==> src/rtl/branch_unit_if.sv <==
// Bus between the ID-stage comparator, the branch_unit and the IF-stage next-PC mux.
// The branch_unit sits on the slave side; the ID/IF stages drive from the master side.
interface branch_unit_if #(
    parameter int unsigned CNT_W = 16
);
    logic             Stall;
    logic             Br_Valid;
    logic [2:0]       Br_Type;
    logic [2:0]       Comp_Out;
    logic [31:0]      PC_ID;
    logic [31:0]      Imm;
    logic             Cnt_Clr;
    logic             Resolved;
    logic             Redirect;
    logic [31:0]      Redirect_PC;
    logic             In_Slot;
    logic [CNT_W-1:0] Taken_Cnt;
    logic [CNT_W-1:0] Total_Cnt;
    logic             Cmp_Err;
    logic             Slot_Err;

    modport slave (
        input  Stall, Br_Valid, Br_Type, Comp_Out, PC_ID, Imm, Cnt_Clr,
        output Resolved, Redirect, Redirect_PC, In_Slot, Taken_Cnt, Total_Cnt, Cmp_Err, Slot_Err
    );

    modport master (
        output Stall, Br_Valid, Br_Type, Comp_Out, PC_ID, Imm, Cnt_Clr,
        input  Resolved, Redirect, Redirect_PC, In_Slot, Taken_Cnt, Total_Cnt, Cmp_Err, Slot_Err
    );
endinterface

==> src/rtl/branch_unit.sv <==
// Registered branch resolution: taken/not-taken decode, redirect target, delay-slot tracking
// and saturating branch statistics. Every output comes straight from a register.
module branch_unit #(
    parameter int unsigned CNT_W = 16
) (
    input logic          clk,
    input logic          reset,
    branch_unit_if.slave bus
);
    typedef enum logic [0:0] {StIdle, StSlot} state_e;

    state_e           state_q;
    logic             resolved_q;
    logic             redirect_q;
    logic [31:0]      redirect_pc_q;
    logic [CNT_W-1:0] taken_cnt_q;
    logic [CNT_W-1:0] total_cnt_q;
    logic             cmp_err_q;
    logic             slot_err_q;

    logic             accept;
    logic             one_hot;
    logic             is_cond;
    logic             cond;
    logic [31:0]      pc4;
    logic [31:0]      target;
    logic [CNT_W-1:0] cnt_max;

    assign cnt_max = '1;
    assign accept  = bus.Br_Valid && !bus.Stall && (state_q == StIdle);
    assign one_hot = (bus.Comp_Out == 3'b100) || (bus.Comp_Out == 3'b010) ||
                     (bus.Comp_Out == 3'b001);
    assign is_cond = !(bus.Br_Type[2] && bus.Br_Type[1]);
    assign pc4     = bus.PC_ID + 32'd4;

    always_comb begin
        cond   = 1'b0;
        target = pc4 + {bus.Imm[29:0], 2'b00};
        case (bus.Br_Type)
            3'b000: cond = bus.Comp_Out[1];
            3'b001: cond = !bus.Comp_Out[1];
            3'b010: cond = bus.Comp_Out[2];
            3'b011: cond = bus.Comp_Out[0] || bus.Comp_Out[1];
            3'b100: cond = bus.Comp_Out[0];
            3'b101: cond = bus.Comp_Out[2] || bus.Comp_Out[1];
            3'b110: begin
                cond   = 1'b1;
                target = {pc4[31:28], bus.Imm[25:0], 2'b00};
            end
            default: begin
                cond   = 1'b0;
                target = pc4 + 32'd4;
            end
        endcase
        // A malformed compare code never produces a taken conditional branch.
        if (is_cond && !one_hot) begin
            cond = 1'b0;
        end
    end

    always_ff @(posedge clk) begin
        if (reset) begin
            state_q       <= StIdle;
            resolved_q    <= 1'b0;
            redirect_q    <= 1'b0;
            redirect_pc_q <= 32'h0000_0000;
            taken_cnt_q   <= '0;
            total_cnt_q   <= '0;
            cmp_err_q     <= 1'b0;
            slot_err_q    <= 1'b0;
        end else begin
            resolved_q <= 1'b0;
            redirect_q <= 1'b0;
            if (accept) begin
                resolved_q    <= 1'b1;
                redirect_q    <= cond;
                redirect_pc_q <= target;
                state_q       <= StSlot;
                if (is_cond && !one_hot) begin
                    cmp_err_q <= 1'b1;
                end
            end else if (state_q == StSlot && !bus.Stall) begin
                state_q <= StIdle;
                if (bus.Br_Valid) begin
                    slot_err_q <= 1'b1;
                end
            end
            // Clear has priority over counting the branch accepted in the same cycle.
            if (bus.Cnt_Clr) begin
                taken_cnt_q <= '0;
                total_cnt_q <= '0;
            end else if (accept) begin
                if (total_cnt_q != cnt_max) begin
                    total_cnt_q <= total_cnt_q + CNT_W'(1);
                end
                if (cond && taken_cnt_q != cnt_max) begin
                    taken_cnt_q <= taken_cnt_q + CNT_W'(1);
                end
            end
        end
    end

    assign bus.Resolved    = resolved_q;
    assign bus.Redirect    = redirect_q;
    assign bus.Redirect_PC = redirect_pc_q;
    assign bus.In_Slot     = (state_q == StSlot);
    assign bus.Taken_Cnt   = taken_cnt_q;
    assign bus.Total_Cnt   = total_cnt_q;
    assign bus.Cmp_Err     = cmp_err_q;
    assign bus.Slot_Err    = slot_err_q;
endmodule

==> src/flat_wrapper.sv <==
// flat-port wrapper written by rule: the top's interface ports become plain ports
module branch_unit_flat 
#(
    parameter int unsigned CNT_W = 16
)
  (clk, reset, bus_Stall, bus_Br_Valid, bus_Br_Type, bus_Comp_Out, bus_PC_ID, bus_Imm, bus_Cnt_Clr, bus_Resolved, bus_Redirect, bus_Redirect_PC, bus_In_Slot, bus_Taken_Cnt, bus_Total_Cnt, bus_Cmp_Err, bus_Slot_Err);
  branch_unit_if #(.CNT_W(CNT_W)) bus_i ();
  input logic clk;
  input logic reset;
  input wire logic [$bits(bus_i.Stall)-1:0] bus_Stall;
  input wire logic [$bits(bus_i.Br_Valid)-1:0] bus_Br_Valid;
  input wire logic [$bits(bus_i.Br_Type)-1:0] bus_Br_Type;
  input wire logic [$bits(bus_i.Comp_Out)-1:0] bus_Comp_Out;
  input wire logic [$bits(bus_i.PC_ID)-1:0] bus_PC_ID;
  input wire logic [$bits(bus_i.Imm)-1:0] bus_Imm;
  input wire logic [$bits(bus_i.Cnt_Clr)-1:0] bus_Cnt_Clr;
  output wire logic [$bits(bus_i.Resolved)-1:0] bus_Resolved;
  output wire logic [$bits(bus_i.Redirect)-1:0] bus_Redirect;
  output wire logic [$bits(bus_i.Redirect_PC)-1:0] bus_Redirect_PC;
  output wire logic [$bits(bus_i.In_Slot)-1:0] bus_In_Slot;
  output wire logic [$bits(bus_i.Taken_Cnt)-1:0] bus_Taken_Cnt;
  output wire logic [$bits(bus_i.Total_Cnt)-1:0] bus_Total_Cnt;
  output wire logic [$bits(bus_i.Cmp_Err)-1:0] bus_Cmp_Err;
  output wire logic [$bits(bus_i.Slot_Err)-1:0] bus_Slot_Err;
  assign bus_i.Stall = bus_Stall;
  assign bus_i.Br_Valid = bus_Br_Valid;
  assign bus_i.Br_Type = bus_Br_Type;
  assign bus_i.Comp_Out = bus_Comp_Out;
  assign bus_i.PC_ID = bus_PC_ID;
  assign bus_i.Imm = bus_Imm;
  assign bus_i.Cnt_Clr = bus_Cnt_Clr;
  assign bus_Resolved = bus_i.Resolved;
  assign bus_Redirect = bus_i.Redirect;
  assign bus_Redirect_PC = bus_i.Redirect_PC;
  assign bus_In_Slot = bus_i.In_Slot;
  assign bus_Taken_Cnt = bus_i.Taken_Cnt;
  assign bus_Total_Cnt = bus_i.Total_Cnt;
  assign bus_Cmp_Err = bus_i.Cmp_Err;
  assign bus_Slot_Err = bus_i.Slot_Err;
  branch_unit #(.CNT_W(CNT_W)) u_core (.clk(clk), .reset(reset), .bus(bus_i));
endmodule
==> config.mk <==
export PLATFORM = sky130hd
export DESIGN_NAME = branch_unit_flat
export DESIGN_NICKNAME = d
export VERILOG_FILES = /design/src/rtl/branch_unit_if.sv /design/src/rtl/branch_unit.sv /design/src/flat_wrapper.sv
export SDC_FILE = /design/constraint.sdc
export NUM_CORES = 1
export LEC_CHECK = 0
export BUFFER_PORTS_ARGS = -buffer_cell sky130_fd_sc_hd__buf_2
export CAP_MARGIN = 20
export CORE_ASPECT_RATIO = 1.2
export CORE_MARGIN = 1
export CORE_UTILIZATION = 41
export CTS_BUF_LIST = sky130_fd_sc_hd__clkbuf_4
export CTS_CLUSTER_SIZE = 24
export DETAILED_ROUTE_END_ITERATION = 10
export GPL_TIMING_DRIVEN = 0
export PLACE_DENSITY = 0.69
export SETUP_SLACK_MARGIN = 0.1
export SYNTH_ARGS = -nofsm -noshare
export SYNTH_HDL_FRONTEND = slang
export SYNTH_SLANG_ARGS = --single-unit
==> constraint.sdc <==
create_clock -name clk -period 3.2 [get_ports clk]
set_input_delay 0.32 -clock clk [delete_from_list [all_inputs] [get_ports clk]]
set_output_delay 0.32 -clock clk [all_outputs]
set_load 0.005 [all_outputs]
==> results.toml, run 1 <==
[logic_synthesis]
synth_top_family_by_area = "simple AND/OR/NAND/NOR gates"
synth-simple-area-share = 0.312
synth_edf_count = 0
syn_inst = 743
synth.distinct_cells = 68
synthMuxAreaShare = 0.0112
synth_nets = 851
yosysWarnings = 0
seq_area_frac_synth = 0.247
synth-compound-area-share = 0.217
syn_area_per_cell_um2 = 7.53
ys.flop_type = "dfxtp_1"
synth_xor_area_frac = 0.106
synth_fa_ha_area_frac = 0.0751
synth_seq_cells = 69
mappedNetlistArea_mm2 = 0.00560
synthArstFlopShare = 0

[die]
core-area_mm2 = 0.0133
floorplan.initialDensity = 0.421
ios = 144
chipHeight_um = 130
rows = 46
die_area_mm2 = 0.0141
die_w_um = 109

[global_routing]
grt_pass1_vias = 5358
grt_overflow = 0
grt_pass1_wl_um = 27300
antenna_found_initial = 1
grt_max_degree = 13
grt.total_usage = 0.249

[clock_tree]
cts.path.max_buffers = 2
cts_sinks = 69
cts.htree.levels = 3
cts_hold_buf = 0
cts_root_buf = "clkbuf_4"
cts.clk_slew.worst_paths_ps = 130
cts_made_buffers = 9
cts_tree = "done"
clk_latency_ps = 420

[power_and_ir_drop]
pwr-share-comb = 0.324
sw_frac_of_total = 0.348
intPower_mw = 1.51
power_mw = 2.32
power.switching_uw = 807
powerDensity_mw_per_mm2 = 340
p_leak_nw = 2.86
p_clk_frac = 0.279
seqPwrFrac = 0.397
worst_ir_drop_vdd_uv = 268

[timing]
setup_tns_ps = 0
fmax_mhz = 332
rsz0062_at_grt = "false"
drv_slew = 0
post-route-period-util = 0.941
hold_viol_final = 0
slew_headroom = 0.515
final-setup-viol-count = 0
skew_ps = 7.82
whs_ps = 131
post-route-min-period_ps = 3010
worst_slew_pin_slew_ps = 722

[min_path]
min_path_cells = 3
hold_class = "in -> reg"

[outcome]
status = "finished clean"

[critical_path]
cp.depth = 12
crit_required_ps = 3500
worstReg2RegStart = "u_core.bus.In_Slot$_SDFFE_PP0P_"
crit_path_end = "u_core.bus.Redirect_PC[26]$_SDFFE_PP0P_"
crit_type = "in -> reg"
crit_fanout = 10
slowest_delay_ps = 490
start_kind = "input port"
reg2reg_slack_ps = 930
crit_chain = "buf_2, nand2_1, clkbuf_1, and2_1, fa_1, a211oi_2, o21ai_1, a21boi_1, a21oi_1, o31ai_2, mux2i_1, nor3_1"
crit_slowest_cell = "fa_1"
cp_top_family = "compound AO/OA/AOI/OAI gates"
reg2reg_to = "u_core.bus.Redirect_PC[27]$_SDFFE_PP0P_"
crit_path_start = "bus_Br_Type[2]"
crit_path_end_kind = "flip-flop"
crit_buf_inv = 2
reg2reg_depth = 7
arrival_ps = 3310

[drt]
drt_iter0_markers = 575
vias = 6128
drt_pass1_iterations = 5
via_per_inst = 5.71
wirelength_um = 17900
drc_errors = 0
ant_nets = 0
wire_per_inst_um = 16.7

[placed_design]
gp_congestion = 0.964
dp_hpwl_um = 14200
portBuffers = 141

[cells_and_area]
drive_above_1_share = 0.212
layout.nets = 1007
syn2layout_area_growth_pct = 21.7

[run]
cap_violations = 0
## cell usage after synthesis, types with 3 or more instances
library cell	n	area, um2
nor2_1	89	334
nand2_1	72	270
dfxtp_1	69	1380
a21oi_1	47	235
xnor2_1	42	368
and2_1	34	213
nand3_1	34	170
clkbuf_1	32	120
ha_1	32	400
o21ai_0	27	135
xor2_1	26	228
nand4_1	23	144
and3_1	17	106
nor3_1	17	85.1
a211oi_1	14	105
and4_1	12	105
inv_1	12	45.0
a311oi_1	9	78.8
or3_1	9	56.3
a22oi_1	8	60.1
o22ai_1	8	50.1
a31oi_1	7	43.8
nand3b_1	7	52.6
o211ai_1	7	52.6
o21bai_1	7	52.6
o21a_1	6	45.0
a21o_1	5	37.5
nor2b_1	5	31.3
mux2i_1	4	40.0
o21ai_1	4	20.0
buf_1	3	11.3
nand2b_1	3	18.8
nor3b_1	3	22.5
nor4_1	3	18.8
o2111ai_1	3	26.3
## sequential cells by signal, summed over array words and instances (netlist names)
register and cells:
u_core.bus.Cmp_Err 1, u_core.bus.In_Slot 1, u_core.bus.Redirect 1, u_core.bus.Redirect_PC 32
u_core.bus.Resolved 1, u_core.bus.Slot_Err 1, u_core.bus.Taken_Cnt 16, u_core.bus.Total_Cnt 16
## what timing repair did
| action | CTS | global route |
|---|---|---|
| resized for setup | 4 | 24 |
| pin swaps | 1 | 6 |
| gates cloned | 0 | 0 |
| setup buffers | 1 | 6 |
| endpoints found under the setup margin | 11 | 14 |
## power groups by stage
stage / clock network (mW) / logic (mW) / registers [mW]
finish: 0.647 / 0.751 / 0.919
detailed placement: 0 / 0.711 / 0.937
global placement: 0 / 0.711 / 0.937
CTS: 0.657 / 0.715 / 0.918
global route: 0.691 / 0.827 / 0.922
floorplan: 0 / 0.471 / 0.933
## worst min-delay path by stage
stage / startpoint / endpoint / slack, ps
2_1_floorplan: u_core.bus.Redirect_PC[4]$_SDFFE_PP0P_ / u_core.bus.Redirect_PC[4]$_SDFFE_PP0P_ / 450
3_3_place_gp: u_core.bus.Cmp_Err$_SDFFE_PP0P_ / u_core.bus.Cmp_Err$_SDFFE_PP0P_ / 440
3_5_place_dp: u_core.bus.Redirect_PC[4]$_SDFFE_PP0P_ / u_core.bus.Redirect_PC[4]$_SDFFE_PP0P_ / 460
4_1_cts: bus_PC_ID[1] / u_core.bus.Redirect_PC[1]$_SDFFE_PP0P_ / 100
5_1_grt: bus_PC_ID[1] / u_core.bus.Redirect_PC[1]$_SDFFE_PP0P_ / 100
6_report: bus_PC_ID[1] / u_core.bus.Redirect_PC[1]$_SDFFE_PP0P_ / 130
## final cells by class
type                       instances  area [um2]
tap                              168         210
clock buffer                       9        67.6
fill                            1346        6480
inverter                          12        45.0
buffer                            32         125
antenna                            1        2.50
timing repair buffer             148         761
multi-input combinational        627        4130
sequential                        69        1380
clock inverter                     7        88.8
## metal layers
layer	GRT usage	wire length, um
met5	0	0
met4	0.101	523
met3	0.0305	879
met2	0.420	8570
met1	0.321	7910
## worst min-delay path, cell delays in order
cell	delay, ps
buf_2	80
a22oi_1	60
nor2_1	70
## per-stage QoR
stage               worst slack, ps  cells  cell area (um2)   util
finish                          188   1073             6820  0.513
global route                    103   1073             6820  0.513
CTS                            64.6   1069             6690  0.503
detailed placement             -584   1052             6510  0.490
global placement               -599   1052             6510  0.490
floorplan                       202    743             5600      -
## cells by family after synthesis
group,count (synthesis)
fa+ha+maj,33
buf+inv,47
flops,69
xor+xnor,68
simple gates,341
compound gates,179
mux,6
## placed cells by master, fill, tap and decap left out, types with 8 or more instances in the layout
cell / count
inv_1: 12
buf_2: 140
a22oi_1: 8
and4_1: 12
o21ai_0: 26
xnor2_1: 42
clkbuf_1: 27
ha_1: 29
xor2_1: 26
nand2_1: 72
or3_1: 9
and2_1: 34
nand3_1: 34
a311oi_1: 9
clkbuf_4: 10
and3_1: 17
a21oi_1: 44
nor3_1: 16
nor2_1: 88
buf_4: 8
nand4_1: 23
dfxtp_1: 69
a211oi_1: 13
Power figures use the tool's default switching activity.
==> run 2, diff against run 1 <==
CELL_PAD_IN_SITES_DETAIL_PLACEMENT = 1   (was not set)
CELL_PAD_IN_SITES_GLOBAL_PLACEMENT = 1   (was not set)
CORE_UTILIZATION = 36   (was 41)
GPL_TIMING_DRIVEN = not set   (was 0)
PLACE_DENSITY = 0.81   (was 0.69)
==> run 2 against run 1 <==
  * Highest routed layer unchanged
  * Die area grew 14%
  * Count of clock-buffer cells in the layout stayed put
  * Worst setup slack improved by 140 ps
==> results.toml, run 2 (synthesis gave the netlist of run 1 again) <==
[drt]
drc_errors = 0
drt_iter0_markers = 342
wirelength_um = 19700
vias = 6392
wire_per_inst_um = 17.0
drt_pass1_iterations = 5
via_per_inst = 5.52
ant_nets = 0

[power_and_ir_drop]
power_mw = 2.42
p_leak_nw = 3.18
worst_ir_drop_vdd_uv = 191
powerDensity_mw_per_mm2 = 333

[min_path]
hold_path_end = "u_core.bus.Redirect_PC[1]$_SDFFE_PP0P_"
hold_path.startpoint = "bus_PC_ID[1]"
min_path_cells = 3
hold_class = "in -> reg"

[run]
cap_violations = 0

[placed_design]
portBuffers = 141
dp_cells = 1139
dpl-instance-area_mm2 = 0.00708
dp_hpwl_um = 15900
gp_congestion = 0.936

[outcome]
status = "finished clean"

[cells_and_area]
layout.nets = 1055
multiInputGateArea_mm2 = 0.00406
register_area_mm2 = 0.00138
finish.utilization = 0.481
largest_register_ffs = 32
syn2layout_area_growth_pct = 29.7
final_cell_mix = "buf_2, nor2_1, buf_4"
final_common_cell = "buf_2"
drive_above_1_share = 0.271
design_area_mm2 = 0.00726
fill_cells = 1996
final_cells = 1158

[critical_path]
arrival_ps = 3230
crit_type = "in -> reg"
worstReg2RegStart = "u_core.bus.Total_Cnt[2]$_SDFFE_PP0P_"
crit_required_ps = 3550
crit_path_end_kind = "flip-flop"
crit_fanout = 5
start_kind = "input port"
reg2reg_to = "u_core.bus.Total_Cnt[15]$_SDFFE_PP0P_"
reg2reg_depth = 7
reg2reg_slack_ps = 1020

[die]
floorplan.initialDensity = 0.371
die_w_um = 116
core-area_mm2 = 0.0151
die_area_mm2 = 0.0161
chipHeight_um = 139
rows = 49
ios = 144

[clock_tree]
cts.htree.levels = 3
cts.path.max_buffers = 2
clk_latency_ps = 430
cts_made_buffers = 9
cts_sinks = 69
cts_root_buf = "clkbuf_4"
cts_tree = "done"
cts.clk_slew.worst_paths_ps = 130

[timing]
rsz0062_at_grt = "false"
slew_headroom = 0.455
fmax_mhz = 348
post-route-min-period_ps = 2870
hold_viol_final = 0
post-route-period-util = 0.898
final-setup-viol-count = 0
drv_slew = 0
skew_ps = 20.2
worst_slew_pin_slew_ps = 814

[global_routing]
antenna_found_initial = 2
grt_pass1_vias = 6295
grt.total_usage = 0.245
grt_overflow = 0
grt_pass1_wl_um = 31300
grt_max_degree = 40
run 2: changes by cell type in the layout (fill, tap and decap cells not counted), moves of 3 or more:
cell | before | now
buf_1 | 3 | 0
a21oi_1 | 44 | 47
buf_4 | 8 | 87
a21oi_2 | 3 | 0
ha_1 | 29 | 32
clkbuf_1 | 27 | 0
run 2: layout make-up:
cell class | instances | area share
Antenna cell | 2 | 0.000690
Clock buffer | 9 | 0.00931
Clock inverter | 7 | 0.0124
Inverter | 12 | 0.00621
Multi-Input combinational cell | 627 | 0.559
Sequential cell | 69 | 0.190
Tap cell | 204 | 0.0352
Timing Repair Buffer | 228 | 0.187
run 2: worst max-delay path, cell delays in order:
cell,delay [ps]
buf_2,100
ha_1,190
nand4_1,170
nor3_1,210
buf_4,160
nand4_1,110
xnor2_1,150
ha_1,340
and4_1,220
and3_1,200
nand3_1,90
nand4_1,130
a32oi_1,320
mux2_2,380
a22oi_1,130
run 2: worst max-delay path by stage:
stage / start / to / slack [ps]
after floorplan: bus_PC_ID[2] / u_core.bus.Redirect_PC[28]$_SDFFE_PP0P_ / 200
after global placement: bus_PC_ID[2] / u_core.bus.Redirect_PC[28]$_SDFFE_PP0P_ / -80
after detailed placement: bus_PC_ID[2] / u_core.bus.Redirect_PC[25]$_SDFFE_PP0P_ / -120
after CTS: bus_PC_ID[2] / u_core.bus.Redirect_PC[25]$_SDFFE_PP0P_ / 340
after global routing: bus_PC_ID[2] / u_core.bus.Redirect_PC[28]$_SDFFE_PP0P_ / 110
final: bus_PC_ID[2] / u_core.bus.Redirect_PC[28]$_SDFFE_PP0P_ / 330
run 2: timing repair:
item                                    in CTS  in global routing
setup buffers                                0                  1
hold buffers                                 0                  0
endpoints found under the setup margin       0                  3
resized for setup                            0                  3
run 2: metal layers:
metal	global-route usage	vias to the layer above	share of wire
met1	0.302	3063	0.43
met3	0.0258	40	0.042
met2	0.429	165	0.50
met5	0	-	0
li1	-	3124	-
met4	0.101	0	0.030
run 2: stage by stage:
step                      TNS (ps)  hold WS [ps]  setup slack [ps]
final                            0           142               325
after global routing             0           119               106
after CTS                        0           115               342
after detailed placement      -568           453              -121
after global placement        -285           443             -75.2
after floorplan                  0           448               202
run 2: power by group:
part | total (mW) | internal [mW] | switching [mW]
sequential | 0.914 | 0.894 | 0.0200
clock | 0.662 | 0.313 | 0.349
combinational | 0.843 | 0.377 | 0.466
total | 2.42 | 1.58 | 0.834
==> run 3, diff against run 2 <==
REMOVE_ABC_BUFFERS = 1   (was not set)
==> run 3 against run 2 <==
  * Total power down 0.16%
  * Flip-flop and latch count unchanged
  * Global-route usage down 0.16 points
  * Sequential share of layout area up 0.11 points
  * Final area down 0.55%
  * Clock power up 0.9%
  * Register-to-register slack worse by 170 ps
  * Combinational power down 1%
  * Non-clock buffer count down 5
  * Cell count down 0.52%
  * Critical endpoint unchanged
==> results.toml, run 3 (synthesis gave the netlist of run 1 again) <==
[outcome]
status = "finished clean"

[power_and_ir_drop]
power_mw = 2.41
p_leak_nw = 3.15
p_clk_frac = 0.277
sw_frac_of_total = 0.345
powerDensity_mw_per_mm2 = 334
worst_ir_drop_vdd_uv = 163
intPower_mw = 1.58
seqPwrFrac = 0.378
power.switching_uw = 834
pwr-share-comb = 0.345

[run]
cap_violations = 0

[critical_path]
crit_fanout = 6
crit_type = "in -> reg"
reg2reg_depth = 6
arrival_ps = 3260
crit_required_ps = 3560
start_kind = "input port"
crit_path_end_kind = "flip-flop"

[cells_and_area]
syn2layout_area_growth_pct = 28.9
fill_cells = 2014
largest_register_ffs = 32
final_cell_mix = "buf_2, nor2_1, buf_4"
final_common_cell = "buf_2"
drive_above_1_share = 0.267
final_cells = 1152
layout.nets = 1050
multiInputGateArea_mm2 = 0.00406
register_area_mm2 = 0.00138
finish.utilization = 0.479

[global_routing]
antenna_found_initial = 1
grt_max_degree = 40
grt.total_usage = 0.244
grt_pass1_vias = 6376
grt_overflow = 0
grt_pass1_wl_um = 31200

[die]
ios = 144
core-area_mm2 = 0.0151
chipHeight_um = 139
die_area_mm2 = 0.0161
floorplan.initialDensity = 0.371
die_w_um = 116
rows = 49

[timing]
post-route-period-util = 0.905
worst_slew_pin_slew_ps = 786
hold_viol_final = 0
skew_ps = 24.4
finalWorstSetupSlack_ps = 303
post-route-min-period_ps = 2900
fmax_mhz = 345
drv_slew = 0
final-setup-viol-count = 0
slew_headroom = 0.474
rsz0062_at_grt = "false"

[clock_tree]
cts_resized = 0
cts.path.max_buffers = 2
cts_sinks = 69
cts.clk_slew.worst_paths_ps = 130
cts_setup_buffers = 0
cts_root_buf = "clkbuf_4"
cts_tree = "done"
clk_latency_ps = 430
cts.htree.levels = 3
cts_made_buffers = 9
cts_hold_buf = 0

[drt]
drt_pass1_iterations = 4
vias = 6345
wire_per_inst_um = 16.8
wirelength_um = 19400
ant_nets = 0
drc_errors = 0
via_per_inst = 5.51
drt_iter0_markers = 286

[min_path]
hold_class = "in -> reg"
min_path_cells = 3

[placed_design]
dp_hpwl_um = 15400
dp_cells = 1135
place_ws_ps = -176
gp_congestion = 0.901
portBuffers = 141
-- run 3: worst paths after layout --
path                                                             start                                      end  slack (ps)
worst max-delay path                                      bus_PC_ID[3]  u_core.bus.Redirect_PC[28]$_SDFFE_PP0P_         300
worst min-delay path                                      bus_PC_ID[0]   u_core.bus.Redirect_PC[0]$_SDFFE_PP0P_         120
worst max register to register         u_core.bus.In_Slot$_SDFFE_PP0P_    u_core.bus.Total_Cnt[15]$_SDFFE_PP0P_         850
worst min register to register  u_core.bus.Redirect_PC[4]$_SDFFE_PP0P_   u_core.bus.Redirect_PC[4]$_SDFFE_PP0P_         470
-- run 3: final cells by class --
class	count	share of cell area
Inverter	12	0.00624
Timing Repair Buffer	223	0.183
Multi-Input combinational cell	627	0.562
Clock buffer	9	0.00936
Sequential cell	69	0.191
Clock inverter	7	0.0125
Tap cell	204	0.0354
Antenna cell	1	0.000347
-- run 3: metal layers --
layer,track usage,up-vias,share of wire
li1,-,3114,-
met4,0.0810,0,0.024
met2,0.433,166,0.49
met3,0.0253,33,0.044
met5,0,-,0
met1,0.302,3032,0.44
-- run 3: worst max-delay path, stage by stage --
cell	delay [ps]
buf_2	100
ha_1	200
nand4_1	190
nor3_2	200
buf_4	140
nand4_1	110
xnor2_1	140
ha_1	380
and4_1	250
and3_1	190
nand3_1	90
nand4_1	140
a32oi_1	290
mux2_2	360
a22oi_1	130
-- run 3: power groups by stage --
stage	combinational (mW)	sequential, mW	clock, mW
3_5_place_dp	0.825	0.931	0
5_1_grt	0.918	0.917	0.721
6_report	0.834	0.912	0.668
3_3_place_gp	0.801	0.930	0
4_1_cts	0.830	0.912	0.690
2_1_floorplan	0.458	0.933	0
-- run 3: through the flow --
step / cell area [um2] / hold slack [ps] / TNS, ps
floorplan: 5470 / 385 / 0
CTS: 7210 / 86.5 / 0
global route: 7220 / 104 / 0
detailed placement: 7050 / 459 / -1190
finish: 7220 / 123 / 0
global placement: 7050 / 443 / -232
